$ cat config.mk
export PLATFORM = sky130hd
export DESIGN_NAME = alu_issue_ctrl
export DESIGN_NICKNAME = d
export VERILOG_FILES = /design/src/rtl/alu_pkg.sv /design/src/rtl/alu_func_decode.sv /design/src/rtl/alu_issue_ctrl.sv
export SDC_FILE = /design/constraint.sdc
export NUM_CORES = 1
export LEC_CHECK = 0
export ABC_CLOCK_PERIOD_IN_PS = 2700
export CAP_MARGIN = 20
export CORE_AREA = 2 2 82 84
export CTS_CLUSTER_DIAMETER = 60
export DETAILED_ROUTE_END_ITERATION = 10
export DIE_AREA = 0 0 84 86
export PLACE_DENSITY = 0.79
export SYNTH_ARGS = -nofsm -noshare
export SYNTH_HDL_FRONTEND = slang
export SYNTH_SLANG_ARGS = --single-unit
export TNS_END_PERCENT = 1
$ cat constraint.sdc
create_clock -name clk -period 2.7 [get_ports clk]
set_clock_uncertainty 0.05 [all_clocks]
set_input_delay 0.81 -clock clk [delete_from_list [all_inputs] [get_ports clk]]
set_output_delay 0.81 -clock clk [all_outputs]
set_load 0.05 [all_outputs]
$ cat src/rtl/alu_pkg.sv
// ============================================================================
// Module : alu_pkg
// Brief  : Function codes, ALU op encodings and controller state encodings.
// Rev    : 1.0  initial release
// ============================================================================
`default_nettype none

package alu_pkg;

    localparam logic [3:0] FN_AND  = 4'd0;
    localparam logic [3:0] FN_OR   = 4'd1;
    localparam logic [3:0] FN_ADD  = 4'd2;
    localparam logic [3:0] FN_SUB  = 4'd3;
    localparam logic [3:0] FN_NOR  = 4'd4;
    localparam logic [3:0] FN_XOR  = 4'd5;
    localparam logic [3:0] FN_SLT  = 4'd6;
    localparam logic [3:0] FN_SLTU = 4'd7;

    localparam logic [2:0] OP_AND  = 3'b000;
    localparam logic [2:0] OP_OR   = 3'b010;
    localparam logic [2:0] OP_ADD  = 3'b100;
    localparam logic [2:0] OP_XOR  = 3'b110;
    localparam logic [2:0] OP_LESS = 3'b111;

    typedef enum logic [1:0] {
        ST_IDLE  = 2'd0,
        ST_EXEC  = 2'd1,
        ST_SETLT = 2'd2,
        ST_RESP  = 2'd3
    } state_t;

    typedef struct packed {
        logic       ainvert;
        logic       bnegate;
        logic       cin;
        logic [2:0] op;
        logic       two_pass;
        logic       illegal;
    } alu_ctrl_t;

endpackage

`default_nettype wire

$ cat src/rtl/alu_func_decode.sv
// ============================================================================
// Module : alu_func_decode
// Brief  : Maps a request function code onto ALU control fields.
// Rev    : 1.0  initial release
// ============================================================================
`default_nettype none

module alu_func_decode
    import alu_pkg::*;
(
    input  logic [3:0] i_func,
    output alu_ctrl_t  o_ctrl
);

    always_comb begin
        o_ctrl = '0;
        case (i_func)
            FN_AND:  o_ctrl.op = OP_AND;
            FN_OR:   o_ctrl.op = OP_OR;
            FN_ADD:  o_ctrl.op = OP_ADD;
            FN_SUB: begin
                o_ctrl.bnegate = 1'b1;
                o_ctrl.cin     = 1'b1;
                o_ctrl.op      = OP_ADD;
            end
            // ~a & ~b == ~(a | b)
            FN_NOR: begin
                o_ctrl.ainvert = 1'b1;
                o_ctrl.bnegate = 1'b1;
                o_ctrl.op      = OP_AND;
            end
            FN_XOR:  o_ctrl.op = OP_XOR;
            FN_SLT, FN_SLTU: begin
                o_ctrl.bnegate  = 1'b1;
                o_ctrl.cin      = 1'b1;
                o_ctrl.op       = OP_ADD;
                o_ctrl.two_pass = 1'b1;
            end
            default: o_ctrl.illegal = 1'b1;
        endcase
    end

endmodule

`default_nettype wire

$ cat src/rtl/alu_issue_ctrl.sv
// ============================================================================
// Module : alu_issue_ctrl
// Brief  : Valid/ready front-end sequencing requests through an external ALU.
// Rev    : 1.0  initial release
// ============================================================================
`default_nettype none

module alu_issue_ctrl
    import alu_pkg::*;
#(
    parameter int WIDTH = 16
) (
    input  logic             clk,
    input  logic             reset_n,
    input  logic             req_valid,
    output logic             req_ready,
    input  logic [3:0]       req_func,
    input  logic [WIDTH-1:0] req_a,
    input  logic [WIDTH-1:0] req_b,
    output logic [WIDTH-1:0] alu_a,
    output logic [WIDTH-1:0] alu_b,
    output logic             alu_cin,
    output logic             alu_ainvert,
    output logic             alu_bnegate,
    output logic             alu_less,
    output logic [2:0]       alu_op,
    input  logic [WIDTH-1:0] alu_result,
    input  logic             alu_cout,
    input  logic             alu_overflow,
    output logic             rsp_valid,
    input  logic             rsp_ready,
    output logic [WIDTH-1:0] rsp_result,
    output logic             rsp_cout,
    output logic             rsp_overflow,
    output logic             rsp_zero,
    output logic             rsp_illegal
);

    state_t           state_q,   state_d;
    logic [3:0]       func_q,    func_d;
    logic [WIDTH-1:0] a_q,       a_d;
    logic [WIDTH-1:0] b_q,       b_d;
    logic [WIDTH-1:0] result_q,  result_d;
    logic             cout_q,    cout_d;
    logic             ovf_q,     ovf_d;
    logic             illegal_q, illegal_d;

    logic [3:0]       w_dec_func;
    alu_ctrl_t        w_ctrl;
    logic             w_lt;

    // One decoder serves both the accept decision and the execute pass.
    assign w_dec_func = (state_q == ST_IDLE) ? req_func : func_q;

    alu_func_decode u_decode (
        .i_func (w_dec_func),
        .o_ctrl (w_ctrl)
    );

    // The subtract-pass flags are already registered when SETLT runs.
    assign w_lt = (func_q == FN_SLTU) ? ~cout_q : (result_q[WIDTH-1] ^ ovf_q);

    always_comb begin
        state_d     = state_q;
        func_d      = func_q;
        a_d         = a_q;
        b_d         = b_q;
        result_d    = result_q;
        cout_d      = cout_q;
        ovf_d       = ovf_q;
        illegal_d   = illegal_q;
        req_ready   = 1'b0;
        alu_a       = '0;
        alu_b       = '0;
        alu_cin     = 1'b0;
        alu_ainvert = 1'b0;
        alu_bnegate = 1'b0;
        alu_less    = 1'b0;
        alu_op      = 3'b000;

        case (state_q)
            ST_IDLE: begin
                req_ready = 1'b1;
                if (req_valid) begin
                    func_d    = req_func;
                    a_d       = req_a;
                    b_d       = req_b;
                    result_d  = '0;
                    cout_d    = 1'b0;
                    ovf_d     = 1'b0;
                    illegal_d = w_ctrl.illegal;
                    state_d   = w_ctrl.illegal ? ST_RESP : ST_EXEC;
                end
            end
            ST_EXEC: begin
                alu_a       = a_q;
                alu_b       = b_q;
                alu_cin     = w_ctrl.cin;
                alu_ainvert = w_ctrl.ainvert;
                alu_bnegate = w_ctrl.bnegate;
                alu_op      = w_ctrl.op;
                result_d    = alu_result;
                // Carry/overflow only carry meaning on the adder path.
                cout_d      = (w_ctrl.op == OP_ADD) ? alu_cout     : 1'b0;
                ovf_d       = (w_ctrl.op == OP_ADD) ? alu_overflow : 1'b0;
                state_d     = w_ctrl.two_pass ? ST_SETLT : ST_RESP;
            end
            ST_SETLT: begin
                alu_op   = OP_LESS;
                alu_less = w_lt;
                result_d = alu_result;
                state_d  = ST_RESP;
            end
            ST_RESP: begin
                if (rsp_ready) begin
                    state_d = ST_IDLE;
                end
            end
            default: state_d = ST_IDLE;
        endcase
    end

    always_ff @(posedge clk) begin
        if (!reset_n) begin
            state_q   <= ST_IDLE;
            func_q    <= '0;
            a_q       <= '0;
            b_q       <= '0;
            result_q  <= '0;
            cout_q    <= 1'b0;
            ovf_q     <= 1'b0;
            illegal_q <= 1'b0;
        end else begin
            state_q   <= state_d;
            func_q    <= func_d;
            a_q       <= a_d;
            b_q       <= b_d;
            result_q  <= result_d;
            cout_q    <= cout_d;
            ovf_q     <= ovf_d;
            illegal_q <= illegal_d;
        end
    end

    assign rsp_valid    = (state_q == ST_RESP);
    assign rsp_result   = result_q;
    assign rsp_cout     = cout_q;
    assign rsp_overflow = ovf_q;
    assign rsp_zero     = rsp_valid && (result_q == '0);
    assign rsp_illegal  = illegal_q;

endmodule

`default_nettype wire

Word-level counts from Yosys, hierarchy flattened
Cells that the tools add are included.
Storage, ports and cells
  register bits after elaboration: 57
  bits of input ports: 58
  output and inout port bits: 61
  word-level logic and storage cells: 68
Operators by class
  equal/unequal tests: 14
  multiplexer cells: 28
  bitwise logic cells: 2
  reduce and logical (&&, ||, !) cells: 16
Operator list (count)
  two-way mux 16 bit: 3
  one-hot mux 16 bit (2 select lines): 1
  equality test 4 x 3 -> 1 bit, second input constant: 5
  logical NOT 16 bit: 1
  two-way mux 1 bit: 15
  one-hot mux 3 bit (3 select lines): 1
  equality test 4 x 2 -> 1 bit, second input constant: 2
  one-hot mux 2 bit (4 select lines): 1
  AND reduction 2 bit: 4
  OR reduction 4 bit: 2
  OR reduction 8 bit: 1
  two-way mux 2 bit: 3
  one-hot mux 3 bit (2 select lines): 1
  equality test 2 bit, second input constant: 2
  equality test 4 x 1 -> 1 bit, second input constant: 1
  logical NOT 4 bit: 1
  two-way mux 4 bit: 1
  one-hot mux 1 bit (2 select lines): 2
  nonzero test 2 bit: 2
  OR reduction 2 bit: 2
  equality test 3 bit, second input constant: 1
  OR reduction 3 bit: 1
  equality test 2 x 1 -> 1 bit, second input constant: 1
  logical NOT 2 bit: 1
  other kinds (5): 5

Logic depth before layout (Yosys ltp)
  depth in word-level cells: 8
  mapped depth: 7
  mapped depth without buffers: 5

Modules after synthesis
From an unflattened synthesis, not the netlist that was laid out.
Second synthesis, totals
  cell total of the unflattened synthesis: 318
  area total of the unflattened synthesis: 2592.5 µm²
Modules (own cells, without submodules)
  alu_issue_ctrl: times used 1, cells an instance 305, area an instance 2508.7 µm², sequential area each 1141.1 µm²
  alu_func_decode: times used 1, cells an instance 13, area an instance 83.8 µm², sequential area each 0.0 µm²

Worst setup path after synthesis
No wires, ideal clock.
  path kind: reg2out
  from: register state_q[0]
  to: output port alu_bnegate
  arrival time: 2.761 ns
  setup slack: -0.921 ns
  cell stages (with the launch flop): 6
  buffers on the path: 1
  path through: dfxtp_1 -> inv_1 -> ha_1 -> buf_6 -> mux2_2 -> a211oi_1
Between the ends
  longest elaborated chain between the ends: 6
  elaborated cells between the ends (all ways): 10
  those cells by class: 5 x eq/ne; 3 x mux; 2 x reduce/logical
Ends and longest elaborated chain
  start: declaration: line alu_issue_ctrl.sv:39  | state_t state_q, state_d;
  start signal: assignment: line alu_issue_ctrl.sv:134  | state_q <= state_d;
  logical NOT 2 bit: line alu_issue_ctrl.sv:53  | assign w_dec_func = (state_q == ST_IDLE) ? req_func : func_q;
  two-way mux 4 bit: line alu_issue_ctrl.sv:53
  equality test 4 x 2 -> 1 bit / equality test 4 x 3 -> 1 bit (equally long branches): line alu_func_decode.sv:17  | case (i_func)
  OR reduction 4 bit (no line)
  two-way mux 1 bit: line alu_func_decode.sv:17
  two-way mux 1 bit *: line alu_issue_ctrl.sv:81  | case (state_q)
  end: declaration: line alu_issue_ctrl.sv:24  | output logic alu_bnegate,
Every way passes the cells marked *; elsewhere a longest branch is shown, timed or not.

Final worst setup path
  from: register state_q[1]
  to: output port alu_ainvert
Between the ends
  longest elaborated chain between the ends: 5
  elaborated cells between the ends (all ways): 6
  those cells by class: 2 x eq/ne; 3 x mux; 1 x reduce/logical
Ends and longest elaborated chain
  logical NOT 2 bit: line alu_issue_ctrl.sv:53
  two-way mux 4 bit: line alu_issue_ctrl.sv:53
  equality test 4 x 3 -> 1 bit: line alu_func_decode.sv:17
  two-way mux 1 bit: line alu_func_decode.sv:17
  two-way mux 1 bit *: line alu_issue_ctrl.sv:81
  end: declaration: line alu_issue_ctrl.sv:23  | output logic alu_ainvert,
Marks and branches as above.

==> impl_metrics.tcl <==
set metrics [dict create \
    status "finished, violations left" \
    violations "setup timing" \
    port_buffers 118 \
    power.density_nw_per_um2 941 \
    ir_worst_vdd_mv 0.602 \
    drt-wirelength-per-cell_um 14.7 \
    setup_viol 2 \
    num_vias 2688 \
    maxSlewHeadroom_pct 60.5 \
    worst_pin_slew_ps 592 \
    cp-startpoint "state_q[1]" \
    period_needed_ps 2720 \
    final_cell_mix "nand2_1, clkdlybuf4s50_1, dfxtp_1" \
    first_pass_iters 4 \
    cpPeakStageDelay_ps 370 \
    crit_arrival_ps 1860 \
    required_ps 1840 \
    final.setup.tns_ps -33.9 \
    grt_first_pass_wirelength_mm 12.3 \
    yosysSeqAreaShare_pct 44.9 \
    final_util_pct 72.1 \
    ys_warn_count 0 \
    n_antenna_cell 0 \
    htree_levels 3 \
    synthDistinctLibCells 37 \
    grt_usage_pct 21.2 \
    hold_viol_final 0 \
    clockBufferDepth 2 \
    setup_slack_ps -19.0 \
    globalRouteOverflowTotal 0 \
    cp-end-kind "output pin" \
    cts_tree "yes" \
    fin_crit_sh_pct 101 \
    ys_ff_latch 57 \
    root_buffer "clkbuf_8" \
    fmax_ghz 0.368 \
    path_max_fanout 8 \
    die_height_um 86 \
    cts_made_buffers 9 \
    final_common_cell "nand2_1" \
    syn_area_um2 2540 \
    critPathLaunchType "register" \
    grt_max_degree 35 \
    grt_setup_unrepaired "yes" \
    crit_chain "inv_2 -> ha_4 -> mux2_4 -> buf_6 -> nor3b_4 -> buf_12" \
    grt_pass1_vias 2667 \
    clkLatencyLatePin_ps 320 \
    final_nets 502 \
    min_from "b_q[11]" \
    ant_nets 0 \
    chipWidth_um 84 \
    dpl.hpwl_mm 5.43 \
    hold_path.class "register to register" \
    netlist_instances 317 \
    place_congestion 0.761 \
    drive_gt1_share_pct 21.2 \
    vias_per_cell 5.16 \
    drt-total-wl_mm 7.68 \
    synth.area.top_cells "dfxtp_1, nand2_1, and2_1" \
    p_leak_nw 1.76 \
    drv_cap 0 \
    ys.flop_type "dfxtp_1" \
    final_max_slew_viol_count 0 \
    synth_edf_count 0 \
    hold_ws_ps 398 \
    clk_pin_slew_worst_paths_ps 60 \
    yosys.area.top_type "dfxtp_1" \
    start_util_pct 40.5 \
    antenna_found_initial 0 \
    first_iter_violations 111 \
    row_count 29 \
    core_um2 6280 \
    numClockSinks 57 \
    drc 0 \
    r2r-start "state_q[1]" \
    cp_slowest_cell "mux2_4" \
    synth_top_area_share_pct 44.9 \
    fp.dieArea_um2 7220 \
    area_delta_synth_final_pct 78.0 \
    synth_nets 380 \
    top_level_ports 119 \
    critPathKind "register to output pin" \
    synth.avg_cell_area_um2 8.02 \
    synthArstFlopShare_pct 0 \
]
==> synth_stat cells (2+ instances only) <==
library cell  instances
nand2_1              78
dfxtp_1              57
a21oi_1              38
and2_1               33
nor2_1               21
a32oi_1              16
clkbuf_1             13
buf_2                 8
o21ai_0               7
ha_1                  5
mux2i_1               3
nand3_1               3
nand4_1               3
nor3b_1               3
nor4_1                3
inv_1                 2
mux2_2                2
nor2b_1               2
nor3_1                2
==> cell families after synthesis <==
| kind of cell | after synthesis | synth area share (%) |
|---|---|---|
| muxes | 5 | 2.07 |
| buffers and inverters | 26 | 4.53 |
| adders and majority gates | 5 | 2.46 |
| AOI/OAI and AO/OA | 66 | 16.2 |
| xor gates and xnor gates | 1 | 0.344 |
| DFF | 57 | 44.9 |
| and+or+nand+nor | 157 | 29.5 |
==> cell type report <==
| class | count | area [um^2] |
|---|---|---|
| sequential | 57 | 1140 |
| timing repair buffer | 134 | 1690 |
| clock buffer | 13 | 149 |
| fill | 502 | 1750 |
| inverter | 3 | 13.8 |
| multi-input combinational | 234 | 1400 |
| clock inverter | 3 | 40.0 |
| tap | 77 | 96.3 |
==> registers in the layout (all words and copies together), names as in the netlist <==
register	cells
a_q	16
b_q	16
rsp_result	16
func_q	4
state_q	2
rsp_cout	1
rsp_illegal	1
rsp_overflow	1
==> final timing paths <==
check,depth (start not counted),slack (ps),end
worst min register to register,2,400,b_q[11]
worst max register to register,7,820,rsp_result[4]
worst max-delay path,6,-20,alu_ainvert
worst min-delay path,2,400,b_q[11]
==> what timing repair did <==
item | in CTS | in global routing
pin swaps | 6 | 1
buffers inserted | 3 | 0
endpoints found under the setup margin | 7 | 31
resized for setup | 25 | 1
hold buffers | 0 | 0
==> layer usage <==
layer,vias to the layer above,track usage [%],routed length [um]
li1,1323,-,-
met1,1266,23.6,3110
met2,85,38.2,4010
met3,14,6.06,386
met4,0,8.50,168
met5,-,0,0
==> metrics by stage <==
step	power (mW)	cells	worst slack, ps	area, um^2
after floorplan	2.58	317	-8.84	2610
after global placement	3.33	501	-327	4260
after detailed placement	3.39	502	-378	4260
after CTS	4.27	521	-24.5	4520
after global routing	4.49	521	-94.3	4530
final	4.26	521	-19.0	4530
==> report_power, final <==
part           internal (mW)  leakage (nW)  switching [mW]
Clock                  0.449        0.0974           0.319
Combinational          0.959          1.19            1.39
Sequential              1.02         0.467           0.128
==> critical path: cells and delay by family, from the launching register on <==
kind	cells	cell delay [ps]
buf+inv	3	390
mux	1	370
flops	1	340
simple gates	1	220
fa+ha+maj	1	200
Note: power is estimated with default switching activity, not from simulation.
